`src/rtl/multicycle_ctrl_pkg.sv`:
```
// Shared encodings for the multicycle RV32I control FSM: states, opcodes,
// immediate formats and the write-back / next-PC mux selects.
package multicycle_ctrl_pkg;

  typedef enum logic [2:0] {
    ST_FETCH  = 3'd0,
    ST_DECODE = 3'd1,
    ST_EXEC   = 3'd2,
    ST_MEM    = 3'd3,
    ST_WB     = 3'd4
  } state_t;

  localparam logic [6:0] OPC_LOAD   = 7'b0000011;
  localparam logic [6:0] OPC_STORE  = 7'b0100011;
  localparam logic [6:0] OPC_BRANCH = 7'b1100011;
  localparam logic [6:0] OPC_OP_IMM = 7'b0010011;
  localparam logic [6:0] OPC_OP     = 7'b0110011;
  localparam logic [6:0] OPC_LUI    = 7'b0110111;
  localparam logic [6:0] OPC_AUIPC  = 7'b0010111;
  localparam logic [6:0] OPC_JAL    = 7'b1101111;
  localparam logic [6:0] OPC_JALR   = 7'b1100111;

  localparam logic [2:0] IMM_I = 3'b000;
  localparam logic [2:0] IMM_S = 3'b001;
  localparam logic [2:0] IMM_B = 3'b010;
  localparam logic [2:0] IMM_U = 3'b011;
  localparam logic [2:0] IMM_J = 3'b100;

  localparam logic [1:0] WB_ALU  = 2'b00;
  localparam logic [1:0] WB_LOAD = 2'b01;
  localparam logic [1:0] WB_PC4  = 2'b10;

  localparam logic [1:0] PC_PLUS4 = 2'b00;
  localparam logic [1:0] PC_IMM   = 2'b01;
  localparam logic [1:0] PC_JALR  = 2'b10;

endpackage

```
`src/rtl/imm_type_decode.sv`:
```
// Opcode to immediate-format decode; also flags whether the opcode is one
// the controller knows how to sequence.
module imm_type_decode
  import multicycle_ctrl_pkg::*;
(
  input  logic [6:0] opcode,
  output logic [2:0] imm_type,
  output logic       legal
);

  always_comb begin
    imm_type = IMM_I;
    legal    = 1'b1;
    case (opcode)
      OPC_LOAD, OPC_OP_IMM, OPC_JALR: imm_type = IMM_I;
      OPC_STORE:                      imm_type = IMM_S;
      OPC_BRANCH:                     imm_type = IMM_B;
      OPC_LUI, OPC_AUIPC:             imm_type = IMM_U;
      OPC_JAL:                        imm_type = IMM_J;
      OPC_OP:                         imm_type = IMM_I;
      default:                        legal    = 1'b0;
    endcase
  end

endmodule

```
`src/rtl/multicycle_ctrl.sv`:
```
// Multicycle RV32I control FSM with retired-instruction counter.
//   state  | meaning
//   FETCH  | request instruction, latch opcode when im_ready
//   DECODE | register ImmType; unknown opcode retires as illegal
//   EXEC   | ALU operand select; branches resolve here
//   MEM    | data memory access until dm_ready
//   WB     | register write-back and PC update
module multicycle_ctrl
  import multicycle_ctrl_pkg::*;
(
  input  logic        clk,
  input  logic        rst,
  input  logic [31:0] instr,
  input  logic        im_ready,
  input  logic        dm_ready,
  input  logic        br_taken,
  output logic        im_req,
  output logic        ir_write,
  output logic [2:0]  ImmType,
  output logic        alu_src,
  output logic        dm_req,
  output logic        dm_we,
  output logic        reg_write,
  output logic [1:0]  wb_sel,
  output logic        pc_write,
  output logic [1:0]  pc_sel,
  output logic        illegal,
  output logic [31:0] instret
);

  state_t      state_q;
  logic [6:0]  opcode_q;
  logic [2:0]  imm_type_q;
  logic [31:0] instret_q;
  logic [2:0]  dec_imm_type;
  logic        op_legal;
  logic        unused_instr;

  assign unused_instr = ^instr[31:7];

  imm_type_decode u_imm_type_decode (
    .opcode   (opcode_q),
    .imm_type (dec_imm_type),
    .legal    (op_legal)
  );

  logic is_load, is_store, is_branch, is_op, is_jal, is_jalr;
  assign is_load   = (opcode_q == OPC_LOAD);
  assign is_store  = (opcode_q == OPC_STORE);
  assign is_branch = (opcode_q == OPC_BRANCH);
  assign is_op     = (opcode_q == OPC_OP);
  assign is_jal    = (opcode_q == OPC_JAL);
  assign is_jalr   = (opcode_q == OPC_JALR);

  always_ff @(posedge clk) begin
    if (rst) begin
      state_q    <= ST_FETCH;
      opcode_q   <= '0;
      imm_type_q <= IMM_I;
      instret_q  <= '0;
    end else begin
      if (pc_write && op_legal)
        instret_q <= instret_q + 32'd1;
      case (state_q)
        ST_FETCH:
          if (im_ready) begin
            opcode_q <= instr[6:0];
            state_q  <= ST_DECODE;
          end
        ST_DECODE: begin
          imm_type_q <= dec_imm_type;
          state_q    <= op_legal ? ST_EXEC : ST_FETCH;
        end
        ST_EXEC:
          if (is_load || is_store) state_q <= ST_MEM;
          else if (is_branch)      state_q <= ST_FETCH;
          else                     state_q <= ST_WB;
        ST_MEM:
          if (dm_ready) state_q <= is_load ? ST_WB : ST_FETCH;
        ST_WB:
          state_q <= ST_FETCH;
        default:
          state_q <= ST_FETCH;
      endcase
    end
  end

  // Handshake completions (im_ready, dm_ready, br_taken) act in the same
  // cycle so the zero-wait latencies come out at 3/4/5 cycles.
  always_comb begin
    im_req    = 1'b0;
    ir_write  = 1'b0;
    alu_src   = 1'b0;
    dm_req    = 1'b0;
    dm_we     = 1'b0;
    reg_write = 1'b0;
    wb_sel    = WB_ALU;
    pc_write  = 1'b0;
    pc_sel    = PC_PLUS4;
    illegal   = 1'b0;
    if (!rst) begin
      case (state_q)
        ST_FETCH: begin
          im_req   = 1'b1;
          ir_write = im_ready;
        end
        ST_DECODE:
          if (!op_legal) begin
            illegal  = 1'b1;
            pc_write = 1'b1;
          end
        ST_EXEC: begin
          alu_src = !(is_op || is_branch);
          if (is_branch) begin
            pc_write = 1'b1;
            pc_sel   = br_taken ? PC_IMM : PC_PLUS4;
          end
        end
        ST_MEM: begin
          dm_req   = 1'b1;
          dm_we    = is_store;
          pc_write = is_store && dm_ready;
        end
        ST_WB: begin
          reg_write = 1'b1;
          pc_write  = 1'b1;
          if (is_load)                wb_sel = WB_LOAD;
          else if (is_jal || is_jalr) wb_sel = WB_PC4;
          if (is_jal)       pc_sel = PC_IMM;
          else if (is_jalr) pc_sel = PC_JALR;
        end
        default: ;
      endcase
    end
  end

  assign ImmType = rst ? 3'b000 : imm_type_q;
  assign instret = rst ? 32'd0 : instret_q;

endmodule

```
`config.mk`:
```
export PLATFORM = sky130hd
export DESIGN_NAME = multicycle_ctrl
export DESIGN_NICKNAME = d
export VERILOG_FILES = /design/src/rtl/multicycle_ctrl_pkg.sv /design/src/rtl/imm_type_decode.sv /design/src/rtl/multicycle_ctrl.sv
export SDC_FILE = /design/constraint.sdc
export NUM_CORES = 1
export LEC_CHECK = 0
export BUFFER_PORTS_ARGS = -buffer_cell sky130_fd_sc_hd__buf_2
export CORE_MARGIN = 1
export CORE_UTILIZATION = 54
export CTS_CLUSTER_SIZE = 14
export DETAILED_ROUTE_END_ITERATION = 6
export GPL_ROUTABILITY_DRIVEN = 0
export PLACE_DENSITY = 0.81
export SYNTH_ARGS = -nofsm -noshare
export SYNTH_HDL_FRONTEND = slang
export SYNTH_SLANG_ARGS = --single-unit
```
`constraint.sdc`:
```
create_clock -name clk -period 6.3 [get_ports clk]
set_input_delay 0.315 -clock clk [delete_from_list [all_inputs] [get_ports clk]]
set_output_delay 0.315 -clock clk [all_outputs]
set_load 0.01 [all_outputs]
```
Word-level counts from Yosys, hierarchy flattened
Cells that the tools add are included.
{"block": "word_totals", "ramBits": 0, "wordCells": 70, "latch_bits": 0, "output_inout_bits": 47, "romBits": 0, "input_bits": 37, "regBits": 45, "n_memories": 0}
{"block": "op_classes", "n_reduce_logical": 11, "shift": 0, "n_eq_ne": 15, "order_cmp": 0, "addsub": 1, "multipliers": 0, "bitwise_logic": 0, "n_mux": 39, "div_mod_pow": 0}
{"op": "32-bit by 1-bit adder with 32-bit output (second input constant)", "n": 1}
{"op": "32-bit 2-to-1 mux", "n": 1}
{"op": "3-bit one-hot mux with 4 select lines", "n": 2}
{"op": "7-bit by 6-bit == test with 1-bit output (second input constant)", "n": 3}
{"op": "7-bit == test (second input constant)", "n": 3}
{"op": "1-bit 2-to-1 mux", "n": 20}
{"op": "3-bit 2-to-1 mux", "n": 6}
{"op": "2-bit 2-to-1 mux", "n": 8}
{"op": "7-bit by 5-bit == test with 1-bit output (second input constant)", "n": 2}
{"op": "9-bit OR reduction", "n": 1}
{"op": "7-bit by 2-bit == test with 1-bit output (second input constant)", "n": 1}
{"op": "3-bit by 2-bit == test with 1-bit output (second input constant)", "n": 2}
{"op": "2-bit != test (second input constant)", "n": 2}
{"op": "1-bit one-hot mux with 4 select lines", "n": 1}
{"op": "2-bit one-hot mux with 2 select lines", "n": 1}
{"op": "2-bit AND reduction", "n": 2}
{"op": "3-bit by 1-bit == test with 1-bit output (second input constant)", "n": 1}
{"op": "3-bit == test (second input constant)", "n": 1}
{"op": "3-bit logical NOT", "n": 1}
{"op": "1-bit logical OR", "n": 3}
{"op": "1-bit logical AND", "n": 2}
{"op": "2-bit OR reduction", "n": 1}
{"op": "1-bit logical NOT", "n": 1}

Longest topological paths before layout
Gate-level depths: netlist of run 1.
{"block": "logic_depth", "depth_word": 7, "depth_mapped": 8, "ltp_nobuf": 7}

Cells and area by module
Synthesis of run 1 repeated with hierarchy kept, for this count alone.
{"block": "unflattened", "cells_unflattened": 343, "hier_area_um2": 2662.6}
{"module": "multicycle_ctrl", "cells_each": 329, "instances": 1, "area_per_inst_um2": 2560.0, "seq_area_each_um2": 900.9}
{"module": "imm_type_decode", "cells_each": 14, "instances": 1, "area_per_inst_um2": 102.6, "seq_area_each_um2": 0.0}

Least setup slack after synthesis of run 1
OpenSTA, ideal clock, no wires.
{"block": "synth_timing", "path_kind": "register to register", "start": "register instret_q[1]", "end": "register instret_q[31]", "path_buffers": 1, "t_required_ns": 6.177, "setup_ns": 0.123, "path_slack_ns": 4.037, "arrival_ns": 2.140, "period_less_slack_ns": 2.263, "stages_incl_launch_ff": 8, "cell_sequence": "dfxtp_1 -> nor2b_4 -> nand4_4 -> or3b_4 -> or3_1 -> clkbuf_2 -> nor3_1 -> mux2_1"}
{"block": "synth_via", "elab_chain_len": 1}
{"element": "start, declared", "line": "multicycle_ctrl.sv:34", "source": "logic [31:0] instret_q;"}
{"element": "start signal, assigned", "line": "multicycle_ctrl.sv:63", "source": "instret_q <= instret_q + 32'd1;"}
{"element": "32-bit by 1-bit adder with 32-bit output", "line": "multicycle_ctrl.sv:63"}
Every way passes these cells.
A chain may end at the register's enable or synchronous reset.

Worst setup path in the final report of run 1
{"block": "layout_timing", "start": "register state_q[0]", "end": "register instret_q[27]"}
{"block": "layout_via", "elab_chain_len": 4, "word_cells_on_any_way": 7, "classes_between": "4 x eq/ne; 2 x mux; 1 x reduce/logical"}
{"element": "start, declared", "line": "multicycle_ctrl.sv:31", "source": "state_t state_q;"}
{"element": "start signal, assigned", "line": "multicycle_ctrl.sv:72", "source": "state_q <= op_legal ? ST_EXEC : ST_FETCH;"}
{"element": "start signal, assigned", "line": "multicycle_ctrl.sv:79", "source": "if (dm_ready) state_q <= is_load ? ST_WB : ST_FETCH;"}
{"element": "3-bit == test, or another cell as far along", "line": "multicycle_ctrl.sv:102", "source": "case (state_q)"}
{"element": "1-bit one-hot mux with 4 select lines (*)", "line": "multicycle_ctrl.sv:102"}
{"element": "1-bit 2-to-1 mux (*)", "line": "multicycle_ctrl.sv:101", "source": "if (!rst) begin"}
{"element": "1-bit logical AND (*)", "line": "multicycle_ctrl.sv:62", "source": "if (pc_write && op_legal)"}
Every way passes the cells marked *; elsewhere a longest branch is shown, timed or not.

==> metrics.md, run 1 <==
| Metric | Value |
|---|---|
| Final WL | about 5300 um |
| F_max | about 360 MHz |
| Fin nets | roughly 410 |
| Share of cells above drive strength 1 | between 20% and 30% |
| Wirelength per Cell | around 13 um |
| Gr busiest metal | met2 |
| Area delta synth->final | 15.3% |
| H-Tree Depth | 2 |
| All-Layer GR Usage | around 23% |
| Root Driver | clkbuf_8 |
| Post-CTS Setup Bufs | 0 |
| Post-Layout Cell Count | between 400 and 500 |
| R2R Path Start | state_q[0]$_SDFFE_PP0P_ |
| Worst-Skew Late Latency | 0.30 ns |
| Seq cells post-synth | 45 |
| First-pass GRT wire length | roughly 9200 um |
| # hold bufs at CTS | 0 |
| Int Pwr | around 0.00038 W |
| Hold Vio Cnt, Final | 0 |
| Placed Area | between 2000 and 3000 um^2 |
| Remaining DRCs | 0 |
| Rel. slew slack | 45.4% |
| Antenna Nets Post-Route | 0 |
| Met1 Use GR | a little under a third |
| Worst R2R Setup Slack | 3.53 ns |
| EDFF count, synth | 0 |
| Combinational share of power | 6.1% |
| Hold Path Depth | 3 |
| Setup Skew | 0.0112 ns |
| Final setup vio count | 0 |
| M3 GR Usage | under 10% |
| Syn. warnings | 0 |
| Slew at the pin with the worst max-slew slack | 0.819 ns |
| Maximum VDD drop | around 0.11 mV |
| Total gr overflow | 0 |
| Register area share after synthesis | between 30% and 40% |
| Port bufs | 58 |
| Worst R2R Path Depth | 6 |
| Critical path arrival | 2.97 ns |
| Post-route setup slack | roughly 3.5 ns |
| ANT cells | 0 |
| Clock buffer depth | 2 |
| Total Die Area | just under 5000 um^2 |
| Post-synth cell types | 47 |
| Crit share post-route | between 40% and 50% |
| Max Slew Vio Count | 0 |
| Setup crit start kind | register |
| Met2 usage | 36.8% |
| Max FO, Critical Path | 18 |
| Post-synthesis cell count | around 320 |
| 1st-iter DRT viols | between 150 and 200 |
| Path type of the worst min-delay path | in -> reg |
| Core ar. | approximately 4400 um^2 |
| Worst reg2reg endpoint | instret_q[27]$_SDFFE_PP0P_ |
| Detailed Routing Iterations Pass 1 | 4 |
| WHS Endpoint | opcode_q[0]$_SDFFE_PP0P_ |
| Mapped cell area | 2500 um^2 |
| DP Worst Slack | 3.42 ns |
| RSZ-0062 raised after global routing | no |
| Final Power | ~0.0005 W |
| PwrDens | 173 nW/um^2 |
| Die extent in x | between 70 and 80 um |
| Sw Pwr | ~0.00012 W |
| Largest net degree at the start of global routing | 85 |
| TritonCTS clock tree | built |
| Clk pwr share | about a third |
| Initial core utilization | between 50% and 60% |
| Via density | approximately 5.3 |
| Vias | around 2,300 |
| Hold wc startpoint | instr[0] |
| Syn Nets | roughly 360 |
| Rows | 24 |
| CTS sink count | 45 |
| Lkg Pwr | about 1.2 nW |
| Status | complete, no violations |
| IO Count | 84 |
| Sequential power share | ~59% |
| Crit path kind | reg -> reg |
| Top FF cell, synth | dfxtp_1 |
| Nature of the critical path endpoint | register |
| Final Cell Area | slightly below 3000 um^2 |
| Critical Path RT | 6.49 ns |
| Initial antenna violation count | 0 |
| Vias in the first global route | 2,087 |
| DP Wirelength | 3740 um |
| CTS buffer count | 5 |
| Placed insts | between 400 and 500 |
| Worst-path clk slew | approximately 0.090 ns |
| Die Span Y | 70.1 um |
| CTS resizes | 0 |
| Synth async-reset ratio | 0% |
| Setup TNS | 0 ns |
| Max-cap violations | 0 |
| Sw Share | ~24% |
| Syn_area_per_cell | between 7 and 8 um^2 |
| Minimum clock period | 2.77 ns |
==> synthesized netlist by cell type (3+ instances only) <==
library cell / count / area [um^2]
a21oi_1: 14 / 70.1
and2_1: 7 / 43.8
buf_2: 3 / 15.0
clkbuf_1: 10 / 37.5
dfxtp_1: 45 / 901
inv_1: 13 / 48.8
mux2_2: 3 / 33.8
nand2_1: 34 / 128
nand2b_1: 3 / 18.8
nand3_1: 11 / 55.1
nand4_4: 3 / 63.8
nor2_1: 51 / 191
nor2b_1: 28 / 175
nor3_1: 16 / 80.1
nor4_1: 12 / 75.1
o21ai_0: 6 / 30.0
or3_1: 5 / 31.3
xnor2_1: 22 / 193
==> final cells by class <==
type                            instances  area (um^2)
Fill cell                             398         1530
Sequential cell                        45          901
Tap cell                               52         65.1
Inverter                               13         48.8
Timing Repair Buffer                   59          298
Multi-Input combinational cell        247         1490
Clock inverter                          1         7.51
Clock buffer                            7         76.3
==> metal layers <==
layer  vias to the layer above  wire [um]
li1                       1177          -
met1                      1011       2390
met2                        67       2590
met3                         4        291
met4                         0         35
met5                         -          0
==> metrics by stage <==
stage               hold WS, ns  utilization, %
floorplan                 0.432               -
global placement          0.439            63.4
detailed placement        0.442            63.4
CTS                       0.242            65.3
global route              0.249            65.3
finish                    0.248            65.3
==> state kept, by name (all words and copies together) (netlist names) <==
signal	flops
instret_q	32
opcode_q	7
imm_type_q	3
state_q	3
==> power by group through the flow <==
stage	Clock (W)	Sequential [W]	Combinational (W)
after floorplan	0	0.000297	0.0000237
after global placement	0	0.000300	0.0000298
after detailed placement	0	0.000300	0.0000303
after CTS	0.000180	0.000293	0.0000304
after global routing	0.000191	0.000294	0.0000342
final	0.000176	0.000293	0.0000304
==> logic make-up (layout without fill, tap and decap cells) <==
group / count (synthesis) / count (layout) / synth area share, %
xor gates and xnor gates: 23 / 23 / 8.05
and+or+nand+nor: 185 / 185 / 40.1
muxes: 6 / 6 / 2.65
DFF: 45 / 45 / 36.0
buffers and inverters: 29 / 80 / 4.55
adders and majority gates: 1 / 1 / 0.500
AOI/OAI and AO/OA: 32 / 32 / 8.10
==> worst max-delay path, cell delays in order (launching register included) <==
cell and delay [ns]:
dfxtp_1 0.56, nand3b_1 0.14, a211oi_2 0.32, o2111ai_2 0.45, or3_1 0.59, nor3_1 0.26
mux2_1 0.34
==> placed cells by master, fill, tap and decap left out, types with 2 or more instances in the layout <==
cell and count:
buf_2 58, nor2_1 51, dfxtp_1 45, nand2_1 34, nor2b_1 28, xnor2_1 22, nor3_1 16, a21oi_1 14
inv_1 13, nor4_1 12, nand3_1 11, and2_1 7, o21ai_0 6, or3_1 5, clkbuf_8 5, nand2b_1 3
nand4_4 3, mux2_2 3, nand4_1 2, a21oi_2 2, and3_1 2, mux2_1 2, a211oi_1 2, clkbuf_1 2
==> how the worst max path moves through the flow <==
| stage | start | endpoint | cells past startpoint |
|---|---|---|---|
| after floorplan | instret_q[1]$_SDFFE_PP0P_ | instret_q[31]$_SDFFE_PP0P_ | 7 |
| after global placement | rst | instret_q[27]$_SDFFE_PP0P_ | 8 |
| after detailed placement | rst | instret_q[31]$_SDFFE_PP0P_ | 8 |
| after CTS | state_q[0]$_SDFFE_PP0P_ | instret_q[31]$_SDFFE_PP0P_ | 6 |
| after global routing | state_q[0]$_SDFFE_PP0P_ | instret_q[31]$_SDFFE_PP0P_ | 6 |
| final | state_q[0]$_SDFFE_PP0P_ | instret_q[27]$_SDFFE_PP0P_ | 6 |
Power figures use the tool's default switching activity.
==> inputs of run 2 (changes only) <==
--- a/config.mk
+++ b/config.mk
@@ -7,11 +7,11 @@
 export LEC_CHECK = 0
 export BUFFER_PORTS_ARGS = -buffer_cell sky130_fd_sc_hd__buf_2
 export CORE_MARGIN = 1
-export CORE_UTILIZATION = 54
+export CORE_UTILIZATION = 50
 export CTS_CLUSTER_SIZE = 14
 export DETAILED_ROUTE_END_ITERATION = 6
 export GPL_ROUTABILITY_DRIVEN = 0
-export PLACE_DENSITY = 0.81
+export PLACE_DENSITY = 0.75
 export SYNTH_ARGS = -nofsm -noshare
 export SYNTH_HDL_FRONTEND = slang
 export SYNTH_SLANG_ARGS = --single-unit
==> constraint.sdc (replaced) <==
create_clock -name clk -period 2.7 [get_ports clk]
set_input_delay 0.135 -clock clk [delete_from_list [all_inputs] [get_ports clk]]
set_output_delay 0.135 -clock clk [all_outputs]
set_load 0.01 [all_outputs]
==> metrics.md, run 2 (synthesized netlist as in run 1, its figures left out) <==
| Metric | Value |
|---|---|
| Wirelength per Cell | 12.2 um (-2.9%) |
| Clock buffer depth | 2 (unchanged) |
| Status | complete, no violations |
| Antenna Nets Post-Route | 0 (unchanged) |
| ANT cells | 0 (unchanged) |
| Share of cells above drive strength 1 | 22.4% (+0.89 points) |
| Total gr overflow | 0 (unchanged) |
| Detailed Routing Iterations Pass 1 | 4 (unchanged) |
| Worst-Skew Late Latency | 0.31 ns (about the same) |
| Critical Path RT | 2.90 ns (-3.59 ns) |
| Critical path buffer and inverter count | 0 (unchanged) |
| Post-CTS Setup Bufs | 0 (unchanged) |
| All-Layer GR Usage | 21.4% (-1.4 points) |
| RSZ-0062 raised after global routing | no |
| Vias | 2,303 (+1.9%) |
| Max FFs per register | 32 (unchanged) |
| Fillers | 454 (+14%) |
| Rel. slew slack | 49.1% (+3.7 points) |
| Hold wc startpoint | instr[0] |
| Port bufs | 58 (unchanged) |
| Crit share post-route | 89.9% (+46 points) |
| Hold Path Depth | 3 (unchanged) |
| Crit path kind | reg -> reg |
| Max FO, Critical Path | 8 (-10) |
| Critical path arrival | 2.62 ns (-0.35 ns) |
| Setup Skew | 0.0142 ns (+0.00300 ns) |
| Largest Register | instret_q |
| Max-cap violations | 0 (unchanged) |
| F_max | 412 MHz (+14%) |
| Critical-path cell list | nor2b_4 -> nand4_4 -> or3b_4 -> or3_1 -> nor3_1 -> mux2_1 |
| Placed insts | 434 (+4.3%) |
| Area delta synth->final | 18.2% |
| Initial core utilization | 52.6% (-4.1 points) |
| CP peak stage delay | 0.48 ns (-0.11 ns) |
| Remaining DRCs | 0 (unchanged) |
| Total Die Area | 5290 um^2 (+7.8%) |
| PwrDens | 435 nW/um^2 (+150%) |
| TritonCTS clock tree | built |
| Worst R2R Path Depth | 6 (unchanged) |
| First-pass GRT wire length | 8850 um (-3.4%) |
| Post-Layout Cell Count | 442 (+4.2%) |
| Via density | 5.21 (-2.2%) |
| CTS sink count | 45 (unchanged) |
| Die extent in x | 72.7 um (+3.8%) |
| Die Span Y | 72.7 um (+3.8%) |
| Nature of the critical path endpoint | register |
| Initial antenna violation count | 0 (unchanged) |
| WHS Endpoint | opcode_q[0]$_SDFFE_PP0P_ |
| # hold bufs at CTS | 0 (unchanged) |
| Fin nets | 412 (+0.73%) |
| Largest net degree at the start of global routing | 83 (-2.4%) |
| Hold Vio Cnt, Final | 0 (unchanged) |
| Path type of the worst min-delay path | in -> reg |
| Setup crit start kind | register |
| Worst-path clk slew | 0.09 ns (about the same) |
| Cell family with the largest share of critical-path delay | simple AND/OR/NAND/NOR gates |
| Slew at the pin with the worst max-slew slack | 0.764 ns (-0.0550 ns) |
| Minimum clock period | 2.43 ns (-0.347 ns) |
| 1st-iter DRT viols | 201 (+31%) |
| Max Slew Vio Count | 0 (unchanged) |
| Worst R2R Setup Slack | 0.27 ns (-3.25 ns) |
| H-Tree Depth | 2 (unchanged) |
| CP max stage cell | or3b_4 |
| Commonest non-fill, non-tap cell in the layout | buf_2 |
| Maximum VDD drop | 0.268 mV (+140%) |
| CTS buffer count | 5 (unchanged) |
| Core ar. | 4750 um^2 (+7.7%) |
| Vias in the first global route | 1,956 (-6.3%) |
| IO Count | 84 (unchanged) |
| Lkg Pwr | 1.20 nW (+2.8%) |
| R2R Path Start | instret_q[1]$_SDFFE_PP0P_ |
| CTS resizes | 0 (unchanged) |
| Root Driver | clkbuf_8 |
| DP Wirelength | 3800 um (+1.5%) |
| Largest regs | instret_q x32, opcode_q x7 |
| Rows | 25 (+4.2%) |
| Setup TNS | 0 ns (unchanged) |
| Final setup vio count | 0 (unchanged) |
| Most frequent cells in the layout | 58 x buf_2, 51 x nor2_1, 45 x dfxtp_1 |
| Final WL | 5370 um (+1.3%) |
| Worst reg2reg endpoint | instret_q[31]$_SDFFE_PP0P_ |
==> run 2: cell count changes in the layout (fill, tap and decap cells not counted) <==
cell        delta
buf_4          +3
bufinv_16      +1
clkbuf_1       -1
clkbuf_8       +1
clkinvlp_4     -1
==> run 2: worst max path at each step <==
stage,cells after the start,to,startpoint
after floorplan,7,instret_q[31]$_SDFFE_PP0P_,instret_q[1]$_SDFFE_PP0P_
after global placement,6,instret_q[31]$_SDFFE_PP0P_,instret_q[1]$_SDFFE_PP0P_
after detailed placement,6,instret_q[31]$_SDFFE_PP0P_,instret_q[1]$_SDFFE_PP0P_
after CTS,6,instret_q[31]$_SDFFE_PP0P_,instret_q[5]$_SDFFE_PP0P_
after global routing,6,instret_q[31]$_SDFFE_PP0P_,instret_q[5]$_SDFFE_PP0P_
final,6,instret_q[31]$_SDFFE_PP0P_,instret_q[1]$_SDFFE_PP0P_
==> run 2: power by group <==
group / switching (W) / leakage [nW] / internal (W)
clock network: 0.000230 / 0.0585 / 0.000302
registers: 0.0000121 / 0.364 / 0.000672
logic: 0.0000455 / 0.773 / 0.0000257
==> run 2: cell type report <==
type / instances / area (um^2) / area share (%)
multi-input cells: 247 / 1490 / 50.3
clock buffers: 7 / 86.3 / 2.92
clock inverters: 1 / 30.0 / 1.02
inverters: 13 / 48.8 / 1.65
flip-flops and latches: 45 / 901 / 30.5
well taps: 67 / 83.8 / 2.84
repair buffers: 62 / 320 / 10.8
==> run 2: per-layer routing <==
metal / track usage [%] / up-vias / part of all wire (%)
li1: - / 1180 / -
met2: 34.6 / 57 / 45
met5: 0 / - / 0
met1: 27.9 / 1060 / 49
met4: 8.93 / 0 / 1.3
met3: 4.42 / 6 / 5.2
==> run 2: through the flow <==
stage	power [W]	setup slack, ns	hold slack [ns]	util, %	instance area [um^2]
after global placement	0.000770	0.349	0.376	59.7	2840
final	0.00129	0.274	0.0556	62.2	2960
after global routing	0.00134	0.108	0.0635	62.2	2960
after CTS	0.00130	0.261	0.0516	62.2	2960
after detailed placement	0.000771	0.275	0.381	59.7	2840
after floorplan	0.000748	0.437	0.271	-	2500
==> run 2: worst reg2reg max path: cells and delay by family, from the launching register on <==
family | cells | cell delay, ns
DFF | 1 | 0.39
and+or+nand+nor | 5 | 1.61
muxes | 1 | 0.33
==> inputs of run 3 (changes only) <==
--- a/config.mk
+++ b/config.mk
@@ -5,13 +5,15 @@
 export SDC_FILE = /design/constraint.sdc
 export NUM_CORES = 1
 export LEC_CHECK = 0
+export ABC_AREA = 1
 export BUFFER_PORTS_ARGS = -buffer_cell sky130_fd_sc_hd__buf_2
 export CORE_MARGIN = 1
-export CORE_UTILIZATION = 50
+export CORE_UTILIZATION = 53
 export CTS_CLUSTER_SIZE = 14
 export DETAILED_ROUTE_END_ITERATION = 6
 export GPL_ROUTABILITY_DRIVEN = 0
-export PLACE_DENSITY = 0.75
+export PLACE_DENSITY = 0.76
+export SETUP_SLACK_MARGIN = 0.15
 export SYNTH_ARGS = -nofsm -noshare
 export SYNTH_HDL_FRONTEND = slang
 export SYNTH_SLANG_ARGS = --single-unit
==> metrics.md, run 3 <==
| Metric | Value |
|---|---|
| Initial core utilization | 56.0% (+3.4 points) |
| Top post-synthesis cells by area | dfxtp_1 29%, nand2_1 17%, nor2_1 15% |
| Rows | 27 (+8.0%) |
| Max FO, Critical Path | 37 (+29) |
| Int Pwr | 0.000893 W (-11%) |
| Largest net degree at the start of global routing | 40 (-52%) |
| CTS sink count | 45 (unchanged) |
| Core ar. | 5570 um^2 (+17%) |
| Remaining DRCs | 0 (unchanged) |
| # hold bufs at CTS | 0 (unchanged) |
| Final Cell Area | 3510 um^2 (+19%) |
| Worst R2R Setup Slack | 0.68 ns (+0.41 ns) |
| Total Die Area | 6200 um^2 (+17%) |
| Crit share post-route | 74.8% (-15 points) |
| Sw Pwr | 0.000341 W (+19%) |
| IO Count | 84 (unchanged) |
| Vias in the first global route | 2,947 (+51%) |
| Clock buffer depth | 2 (unchanged) |
| Sequential power share | 56.0% (+2.9 points) |
| R2R Path Start | opcode_q[4]$_SDFFE_PP0P_ |
| Final WL | 7620 um (+42%) |
| CP max stage cell | dfxtp_1 |
| Post-synth cell types | 33 (-30%) |
| Port bufs | 58 (unchanged) |
| Most frequent cells in the layout | 142 x nand2_1, 121 x nor2_1, 60 x inv_1 |
| PwrDens | 352 nW/um^2 (-19%) |
| Critical path buffer and inverter count | 5 (+5) |
| M3 GR Usage | 3.45% (-0.97 points) |
| Die extent in x | 78.7 um (+8.3%) |
| Hold Path Depth | 3 (unchanged) |
| DP Worst Slack | 0.715 ns (+0.440 ns) |
| All-Layer GR Usage | 26.1% (+4.7 points) |
| Most used cell, CP | inv_2 |
| Simple-Gate Fraction of Synth Area | 50.1% (+10 points) |
| Total gr overflow | 0 (unchanged) |
| Fillers | 577 (+27%) |
| Sequential cell area | 901 um^2 (unchanged) |
| Register area share after synthesis | 28.9% (-7.1 points) |
| Post-Synth Adder-Cell Area | 0.401% (-0.099 points) |
| Cell family with the largest share of critical-path delay | simple AND/OR/NAND/NOR gates |
| Gr busiest metal | met2 |
| Status | complete, no violations |
| Syn. warnings | 0 (unchanged) |
| Synth async-reset ratio | 0% (unchanged) |
| Max Slew Vio Count | 0 (unchanged) |
| Setup TNS | 0 ns (unchanged) |
| Synth top cells by count | 142 x nand2_1, 121 x nor2_1, 60 x inv_1 |
| Initial antenna violation count | 0 (unchanged) |
| Crit path kind | reg -> reg |
| 1st-iter DRT viols | 206 (+2.5%) |
| Top FF cell, synth | dfxtp_1 |
| Sw Share | 27.6% (+5.3 points) |
| H-Tree Depth | 2 (unchanged) |
| Commonest non-fill, non-tap cell in the layout | nand2_1 |
| Path type of the worst min-delay path | in -> reg |
| First-pass GRT wire length | 13,000 um (+46%) |
| CTS buffer count | 5 (unchanged) |
| Nature of the critical path endpoint | register |
| Via density | 5.15 (-1.2%) |
| Critical path arrival | 2.23 ns (-0.39 ns) |
| Worst-Skew Late Latency | 0.30 ns (about the same) |
| Hold Vio Cnt, Final | 0 (unchanged) |
| Multiplexer share of the synthesized area | 0% (-2.7 points) |
| Maximum VDD drop | 0.207 mV (-23%) |
| EDFF count, synth | 0 (unchanged) |
| Setup crit start kind | register |
| Root Driver | clkbuf_8 |
| Main combinational cell family by area after synthesis | simple AND/OR/NAND/NOR gates |
| Share of cells above drive strength 1 | 17.0% (-5.4 points) |
| Area leader, netlist | dfxtp_1 |
| Placed Area | 3430 um^2 (+21%) |
| Worst reg2reg endpoint | instret_q[12]$_SDFFE_PP0P_ |
| TritonCTS clock tree | built |
| Critical Path RT | 2.91 ns (about the same) |
| Met2 usage | 43.9% (+9.3 points) |
| Critical-path cell list | inv_2 -> nand3_2 -> inv_2 -> nand2_2 -> nand2_2 -> inv_2 -> nand3_4 -> nand2_8 -> nand3_4 -> inv_2 -> nand2_1 -> nand2_1 -> inv_1 |
| Slew at the pin with the worst max-slew slack | 0.499 ns (-0.265 ns) |
| Post-CTS Setup Bufs | 0 (unchanged) |
| F_max | 495 MHz (+20%) |
| Complex-gate fraction of the synthesized area | 5.85% (-2.3 points) |
| CTS resizes | 0 (unchanged) |
| RSZ-0062 raised after global routing | no |
| Wirelength per Cell | 11.6 um (-4.3%) |
| Seq cells post-synth | 45 (unchanged) |
| Most common cell in the netlist | nand2_1 |
| Minimum clock period | 2.02 ns (-0.407 ns) |
| Post-synthesis cell count | 534 (+66%) |
| Multi-input logic area | 1860 um^2 (+25%) |
| Worst R2R Path Depth | 13 (+7) |
| DP Wirelength | 5620 um (+48%) |
| Detailed Routing Iterations Pass 1 | 5 (+1) |
| Worst-path clk slew | 0.09 ns (about the same) |
| Mapped cell area | 3120 um^2 (+25%) |
| Post-Synth XOR/XNOR Area | 3.37% (-4.7 points) |
| WHS Endpoint | opcode_q[1]$_SDFFE_PP0P_ |
| ANT cells | 0 (unchanged) |
| Largest Register | instret_q |
| Met1 Use GR | 34.8% (+6.9 points) |
| Antenna Nets Post-Route | 0 (unchanged) |
| Rel. slew slack | 66.7% (+18 points) |
| Die Span Y | 78.7 um (+8.3%) |
| Final setup vio count | 0 (unchanged) |
| Clk pwr share | 34.2% (-7.1 points) |
| Setup Skew | 0.00718 ns (-0.00699 ns) |
| Vias | 3,373 (+46%) |
| Largest regs | instret_q x32, opcode_q x7 |
| Fin nets | 620 (+50%) |
| Area delta synth->final | 12.4% |
| Syn Nets | 572 (+59%) |
| Max FFs per register | 32 (unchanged) |
| Max-cap violations | 0 (unchanged) |
| Combinational share of power | 9.8% (+4.3 points) |
| Post-route setup slack | 0.681 ns (+0.407 ns) |
| Final Util | 62.9% (+0.76 points) |
| Syn_area_per_cell | 5.84 um^2 (-25%) |
| Hold wc startpoint | instr[1] |
| Final Power | 0.00123 W (-4.2%) |
| Lkg Pwr | 1.53 nW (+28%) |
| Synth top area share | 28.9% (-7.1 points) |
| CP peak stage delay | 0.43 ns (-0.05 ns) |
-- run 3: changes by cell type in the layout (fill, tap and decap cells not counted), moves of 12 or more --
cell and change:
nand2_1 +108, xnor2_1 -19, nor2_1 +70, nand3_1 +26, nor4_1 -12, inv_1 +47
nand4_1 +22, nor2b_1 -28
-- run 3: through the flow --
step / std cells / hold slack [ns]
after floorplan: 534 / 0.300
after global placement: 647 / 0.411
after detailed placement: 647 / 0.423
after CTS: 655 / 0.0910
after global routing: 655 / 0.0948
final: 655 / 0.102
-- run 3: worst max-delay path by stage --
stage / depth (start not counted) / startpoint / slack, ns / endpoint
global placement: 11 / opcode_q[6]$_SDFFE_PP0P_ / 0.73 / instret_q[14]$_SDFFE_PP0P_
floorplan: 10 / instret_q[1]$_SDFFE_PP0P_ / 1.16 / instret_q[26]$_SDFFE_PP0P_
CTS: 11 / state_q[0]$_SDFFE_PP0P_ / 0.69 / instret_q[12]$_SDFFE_PP0P_
global route: 11 / opcode_q[1]$_SDFFE_PP0P_ / 0.47 / instret_q[12]$_SDFFE_PP0P_
detailed placement: 11 / opcode_q[6]$_SDFFE_PP0P_ / 0.72 / instret_q[14]$_SDFFE_PP0P_
finish: 13 / opcode_q[4]$_SDFFE_PP0P_ / 0.68 / instret_q[12]$_SDFFE_PP0P_
-- run 3: cell type report --
type                    count  share of cell area (%)
multi-input cells         400                    53.1
flip-flops and latches     45                    25.7
repair buffers             61                    8.92
inverters                  69                    7.38
well taps                  72                    2.57
clock buffers               6                    2.07
clock inverters             2                   0.285
-- run 3: tightest hold or removal path: stages --
cell,delay (ns)
buf_2,0.09
nand3_1,0.07
a21oi_1,0.06
-- run 3: power by group through the flow --
stage / Clock, W / Combinational [W] / Sequential (W)
after floorplan: 0 / 0.0000950 / 0.000701
after global placement: 0 / 0.000118 / 0.000705
after detailed placement: 0 / 0.000121 / 0.000706
after CTS: 0.000433 / 0.000121 / 0.000690
after global routing: 0.000461 / 0.000136 / 0.000692
final: 0.000422 / 0.000121 / 0.000690
-- run 3: cells by family after synthesis --
logic type	count (synthesis)
buffers and inverters	89
xor gates and xnor gates	12
and+or+nand+nor	353
AOI/OAI and AO/OA	34
DFF	45
adders and majority gates	1
-- run 3: layer usage --
metal,wire (um),up-vias
met1,3640,1483
met2,3420,111
met4,86,0
li1,-,1766
met5,0,-
met3,467,13
